**config.mk**
```make
export PLATFORM = sky130hd
export DESIGN_NAME = rr_merge
export DESIGN_NICKNAME = d
export VERILOG_FILES = /design/src/rtl/rr_merge.sv
export SDC_FILE = /design/constraint.sdc
export NUM_CORES = 1
export LEC_CHECK = 0
export ABC_AREA = 1
export BUFFER_PORTS_ARGS = -buffer_cell sky130_fd_sc_hd__buf_2
export CAP_MARGIN = 20
export CORE_AREA = 2 2 48 50
export CTS_BUF_LIST = sky130_fd_sc_hd__clkbuf_8
export CTS_CLUSTER_DIAMETER = 50
export DETAILED_ROUTE_END_ITERATION = 7
export DIE_AREA = 0 0 50 52
export PLACE_DENSITY = 0.88
export SLEW_MARGIN = 20
export SYNTH_ARGS = -nofsm -noshare
export SYNTH_HDL_FRONTEND = slang
export SYNTH_SLANG_ARGS = --single-unit
```
**constraint.sdc**
```tcl
create_clock -name clk -period 1.9 [get_ports clk]
set_input_delay 0.38 -clock clk [delete_from_list [all_inputs] [get_ports clk]]
set_output_delay 0.38 -clock clk [all_outputs]
set_load 0.02 [all_outputs]
```
**src/rtl/rr_merge.sv**
```systemverilog
// rr_merge: round-robin SIZE-to-1 valid/ready merge that tags each beat with its source index.
// Define RR_MERGE_EOT_LOCK_EN to hold the grant on one input until a beat with payload MSB (eot) set.
module rr_merge #(
  parameter int SIZE  = 2,
  parameter int DIN_W = 16,
  parameter int IDX_W = $clog2(SIZE)
) (
  input  logic                         clk,
  input  logic                         rst,
  input  logic [SIZE-1:0]              din_valid_i,
  output logic [SIZE-1:0]              din_ready_o,
  input  logic [SIZE-1:0][DIN_W-1:0]   din_data_i,
  output logic                         dout_valid_o,
  input  logic                         dout_ready_i,
  output logic [DIN_W+IDX_W-1:0]       dout_data_o
);
  logic                   out_valid_q, out_valid_d;
  logic [DIN_W+IDX_W-1:0] out_data_q, out_data_d;
  logic [IDX_W-1:0]       ptr_q, ptr_d, g, g_next, jj;
  logic                   load, grant, hs;
  int                     j;
`ifdef RR_MERGE_EOT_LOCK_EN
  logic                   lock_q, lock_d;
  logic [IDX_W-1:0]       lock_idx_q, lock_idx_d;
`endif
  assign load = !out_valid_q || dout_ready_i;
  assign hs   = !rst && load && grant;
  // Scan from the far end back toward ptr so the last hit is the first valid in round-robin order.
  always_comb begin
    grant = 1'b0;
    g     = '0;
    j     = 0;
    jj    = '0;
    for (int k = SIZE - 1; k >= 0; k--) begin
      j  = int'(ptr_q) + k;
      j  = j >= SIZE ? j - SIZE : j;
      jj = j[IDX_W-1:0];
      if (din_valid_i[jj]) begin
        grant = 1'b1;
        g     = jj;
      end
    end
`ifdef RR_MERGE_EOT_LOCK_EN
    if (lock_q) begin
      grant = din_valid_i[lock_idx_q];
      g     = lock_idx_q;
    end
`endif
  end
  always_comb begin
    din_ready_o    = '0;
    din_ready_o[g] = hs;
  end
  always_comb begin
    out_valid_d = hs || (out_valid_q && !dout_ready_i);
    out_data_d  = hs ? {g, din_data_i[g]} : out_data_q;
    g_next      = g == IDX_W'(SIZE - 1) ? '0 : g + 1'b1;
`ifdef RR_MERGE_EOT_LOCK_EN
    ptr_d       = hs && din_data_i[g][DIN_W-1] ? g_next : ptr_q;
    lock_d      = hs ? !din_data_i[g][DIN_W-1] : lock_q;
    lock_idx_d  = hs ? g : lock_idx_q;
`else
    ptr_d       = hs ? g_next : ptr_q;
`endif
  end
  always_ff @(posedge clk) begin
    if (rst) begin
      out_valid_q <= 1'b0;
      out_data_q  <= '0;
      ptr_q       <= '0;
`ifdef RR_MERGE_EOT_LOCK_EN
      lock_q      <= 1'b0;
      lock_idx_q  <= '0;
`endif
    end else begin
      out_valid_q <= out_valid_d;
      out_data_q  <= out_data_d;
      ptr_q       <= ptr_d;
`ifdef RR_MERGE_EOT_LOCK_EN
      lock_q      <= lock_d;
      lock_idx_q  <= lock_idx_d;
`endif
    end
  end
  assign dout_valid_o = out_valid_q;
  assign dout_data_o  = out_data_q;
endmodule

```
# ---- Word-level counts from Yosys, hierarchy flattened
# Index checks and enable logic that the tools add are counted.
dict set report totals {
  ff_bits 19
  inputBits 37
  latchBits 0
  mem_count 0
  mem_bits_rw 0
  rom_bits 0
}
dict set report op_classes {
  muxes 15
  shift 0
  bitwise 1
  order_cmp 6
  n_div 0
  n_mul 0
  n_addsub 4
  eq_ne 0
  reduce_logical 9
}
# cell n
set ops {}
lappend ops {{$mux W16} 2}
lappend ops {{$mux W1} 12}
lappend ops {{$lt A1 B2 Y1 const B} 3}
lappend ops {{$logic_and A1 B1 Y1} 4}
lappend ops {{$logic_not A1 Y1} 3}
lappend ops {{$add A1 B1 Y2 const B} 1}
lappend ops {{$and A2 B2 Y2} 1}
lappend ops {{$ge A1 B2 Y1 const B} 1}
lappend ops {{$ge A2 B2 Y1 const B} 1}
lappend ops {{$logic_or A1 B1 Y1} 2}
lappend ops {{$sub A1 B1 Y1 const B} 2}
lappend ops {{$add A1 B1 Y1 const B} 1}
lappend ops {{$demux W1 S1} 1}
lappend ops {{$ge A1 B1 Y1 const B} 1}

# ---- Depth between registers and ports, before layout
dict set report logic_depth {
  ltp_word 12
  ltp_mapped 8
  mapped_depth_nobuf 7
}

# ---- Least setup slack after synthesis
# Ideal clock, no wire load.
dict set report synth_path {
  path_type {input to output}
  startpoint {in rst}
  endpoint {out din_ready_o[0]}
  stages 6
  required_time_ps 1520
  path_buffers 1
  slack_ps 445
  arrival_ps 1075
  path_cell_list {buf_6 clkinv_4 nand2_2 nor2_2 nand2_1 inv_1}
}
dict set report synth_via {
  elab_chain_cells 4
}
# element line_no
set synth_lines {}
lappend synth_lines {{from (decl)} 9} ;# input logic rst,
lappend synth_lines {{$logic_not A1 Y1} 27} ;# assign hs = !rst && load && grant;
lappend synth_lines {{$logic_and A1 B1 Y1 (2 in series)} 27}
lappend synth_lines {{$and A2 B2 Y2 (no line)} --}
lappend synth_lines {{to (decl)} 11} ;# output logic [SIZE-1:0] din_ready_o,
# No other way between the ends.

# ---- Worst setup path in the final report
dict set report layout_path {
  startpoint {reg out_valid_q, in the netlist dout_valid_o}
  endpoint {out din_ready_o[0]}
}
dict set report layout_via {
  elab_chain_cells 5
}
# element line_no
set layout_lines {}
lappend layout_lines {{from (decl)} 17} ;# logic out_valid_q, out_valid_d;
lappend layout_lines {{from (signal assigned)} 76} ;# out_valid_q <= out_valid_d;
lappend layout_lines {{$logic_not A1 Y1} 26} ;# assign load = !out_valid_q || dout_ready_i;
lappend layout_lines {{$logic_or A1 B1 Y1} 26}
lappend layout_lines {{$logic_and A1 B1 Y1 (2 in series)} 27}
lappend layout_lines {{$and A2 B2 Y2 (no line)} --}
# No other way between the ends.

==> impl_metrics.json <==
{
  "status": "completed",
  "grt_pass1_wl_mm": 3.905,
  "cts_setup_buffers": 0,
  "rr_startpoint": "dout_valid_o$_SDFF_PP0_",
  "clock_power_share": 0.297,
  "skew_ps": 2.669,
  "track_usage": 0.1892,
  "layout-drive-gt1-share": 0.3706,
  "period_share": 0.8336,
  "hold_depth": 5,
  "cts_tree": "built",
  "hold_violations": 0,
  "yosys.area.top_type_share": 0.3933,
  "avgSynthCellArea_um2": 6.859,
  "worst-path-max-fanout": 3,
  "power_leakage_nw": 0.7005,
  "synth_area_leaders": "dfxtp_1 (39%), nand2_1 (26%), nand3_1 (8.8%), a21oi_1 (8.3%), buf_6 (3.5%)",
  "grt_pass1_vias": 989,
  "port_buffers": 56,
  "dieArea_um2": 2600,
  "syn_to_final_growth_pct": 34.02,
  "rows": 17,
  "drv_cap": 0,
  "yosysSeqAreaShare": 0.3933,
  "num_antenna_cells": 0,
  "power_density_nw_per_um2": 725.4,
  "final_common_cell": "nand2_1",
  "cts-buffers-inserted": 3,
  "path_buf_inv": 2,
  "syn-cell-area_um2": 967.2,
  "post_drt_wl_per_cell_um": 10.21,
  "cts.clk_slew.worst_paths_ps": 70,
  "root_buffer": "clkbuf_8",
  "cpMaxStageDelayCell": "dfxtp_1",
  "start_util": 0.4593,
  "p_int_w": 0.0006584,
  "postPlaceCellArea_um2": 1250,
  "worstHoldStart": "din_data_i[8]",
  "syn_nets": 178,
  "power.switching_w": 0.0002818,
  "pwr-share-seq": 0.462,
  "r2r_slack_ps": 750,
  "cts_resized": 0,
  "worstPathRequired_ps": 1520,
  "synthCells": 141,
  "worstSetupEndpointType": "output port",
  "die_x_um": 50,
  "critPathLaunchType": "flip-flop",
  "ys_seq_elements": 19,
  "crit_family": "simple AND/OR/NAND/NOR gates",
  "vias": 1056,
  "fillers": 205,
  "stdcell_area_um2": 1296,
  "slew_headroom": 0.8477,
  "critPathArrivalTime_ps": 1200,
  "hp-class": "input port to flip-flop",
  "drt_iter0_markers": 14,
  "rr_worst_depth": 6,
  "clock_latency_ps": 250,
  "finalWirelength_mm": 2.298,
  "r2r_end": "dout_data_o[13]$_SDFFE_PP0P_",
  "final-setup-viol-count": 0,
  "regArea_um2": 380.4,
  "io_pins": 57,
  "dp_hpwl_mm": 1.688,
  "ys_warn_count": 0,
  "fmax_ghz": 0.6314,
  "path_cells": "nand2_1 -> nand2_2 -> nor2_2 -> nand2_1 -> inv_1 -> buf_2",
  "tns_ps": 0,
  "postCtsHoldBufs": 0,
  "htreeDepth": 1,
  "rsz0062_at_grt": "false",
  "core-area_um2": 2106,
  "nNetsFinal": 235,
  "finish.utilization": 0.6156,
  "routed_via_density": 4.693,
  "period_needed_ps": 1584,
  "cts_buffer_depth": 2,
  "path_class": "flip-flop to output port",
  "cpMostUsedCell": "nand2_1",
  "synth_top_area_cell": "dfxtp_1",
  "routabilityCongestion": 0.7955,
  "ir_drop_uv": 448.8,
  "antenna_found_initial": 0,
  "swShare": 0.2997,
  "multi_input_area_um2": 504.2,
  "min_to": "dout_data_o[8]$_SDFFE_PP0P_",
  "slew_viol_final": 0,
  "postRouteAntennaNets": 0,
  "grt_start_max_net_pins": 20,
  "max_stage_delay_ps": 310,
  "tightestPinTransition_ps": 228.5,
  "firstDrtPassIters": 4,
  "cts_num_sinks": 19,
  "die_h_um": 52,
  "combinationalPowerShare": 0.241,
  "final_cell_mix": "nand2_1 (67), buf_2 (56), dfxtp_1 (19), nand3_1 (17), a21oi_1 (16)",
  "synth_cell_types": 18,
  "grt-ovfl-total": 0,
  "drc": 0
}
registers in the layout (all words and copies together), names as in the netlist:
| signal | flops |
|---|---|
| dout_data_o | 17 |
| dout_valid_o | 1 |
| ptr_q | 1 |
tightest hold or removal path, stage by stage:
cell and delay [ps]:
buf_2 100, nand2_1 50, nand2_1 40, nand2_1 50, a21oi_1 50
cell usage after synthesis, drive strengths merged:
library cell   n
clkbuf         1
dfxtp         19
buf            7
o21ai          1
nand3b         1
nand3         17
inv            3
nand2         70
clkinv         1
a21oi         18
nor2           3
cell type report:
class / count / share of cell area
Multi-Input combinational cell: 110 / 0.3890
Clock buffer: 3 / 0.03185
Sequential cell: 19 / 0.2934
Inverter: 4 / 0.01544
Timing Repair Buffer: 60 / 0.2394
Tap cell: 28 / 0.02703
Clock inverter: 1 / 0.003861
per-stage QoR:
step	setup slack (ps)	total power, W	std cells	hold slack (ps)
global route	200.6	0.0009919	225	470.5
global placement	414.2	0.0006674	221	450.2
detailed placement	408.8	0.0006700	221	455.9
CTS	317.7	0.0009444	225	455.4
floorplan	445.2	0.0005944	141	437.8
finish	316.2	0.0009402	225	454.9
routing by layer:
layer | track usage | part of all wire | wire [um] | vias up
li1 | - | - | - | 560
met1 | 0.2299 | 0.44 | 1007 | 471
met2 | 0.3465 | 0.52 | 1186 | 21
met3 | 0.008621 | 0.031 | 71 | 4
met4 | 0.07870 | 0.014 | 32 | 0
met5 | 0 | 0 | 0 | -
cells by family after synthesis:
group / synth area share
AND/OR/NAND/NOR: 0.4153
AO/OA/AOI/OAI: 0.1061
flip-flops: 0.3933
buffers and inverters: 0.08537
worst max path at each step:
stage | depth (start not counted) | start | slack (ps) | end
6_report | 6 | dout_valid_o$_SDFF_PP0_ | 320 | din_ready_o[0]
2_1_floorplan | 6 | rst | 450 | din_ready_o[0]
4_1_cts | 6 | dout_valid_o$_SDFF_PP0_ | 320 | din_ready_o[0]
3_3_place_gp | 5 | din_valid_i[1] | 410 | din_ready_o[0]
3_5_place_dp | 8 | dout_ready_i | 410 | din_ready_o[0]
5_1_grt | 6 | dout_valid_o$_SDFF_PP0_ | 200 | din_ready_o[0]
power groups by stage:
stage	sequential (W)	clock [W]	combinational [W]
after floorplan	0.000473	0	0.000122
after global placement	0.000443	0	0.000224
after detailed placement	0.000443	0	0.000227
after CTS	0.000434	0.000283	0.000227
after global routing	0.000437	0.000301	0.000253
final	0.000434	0.000280	0.000226
No activity file was read; power rests on OpenSTA's default activity.
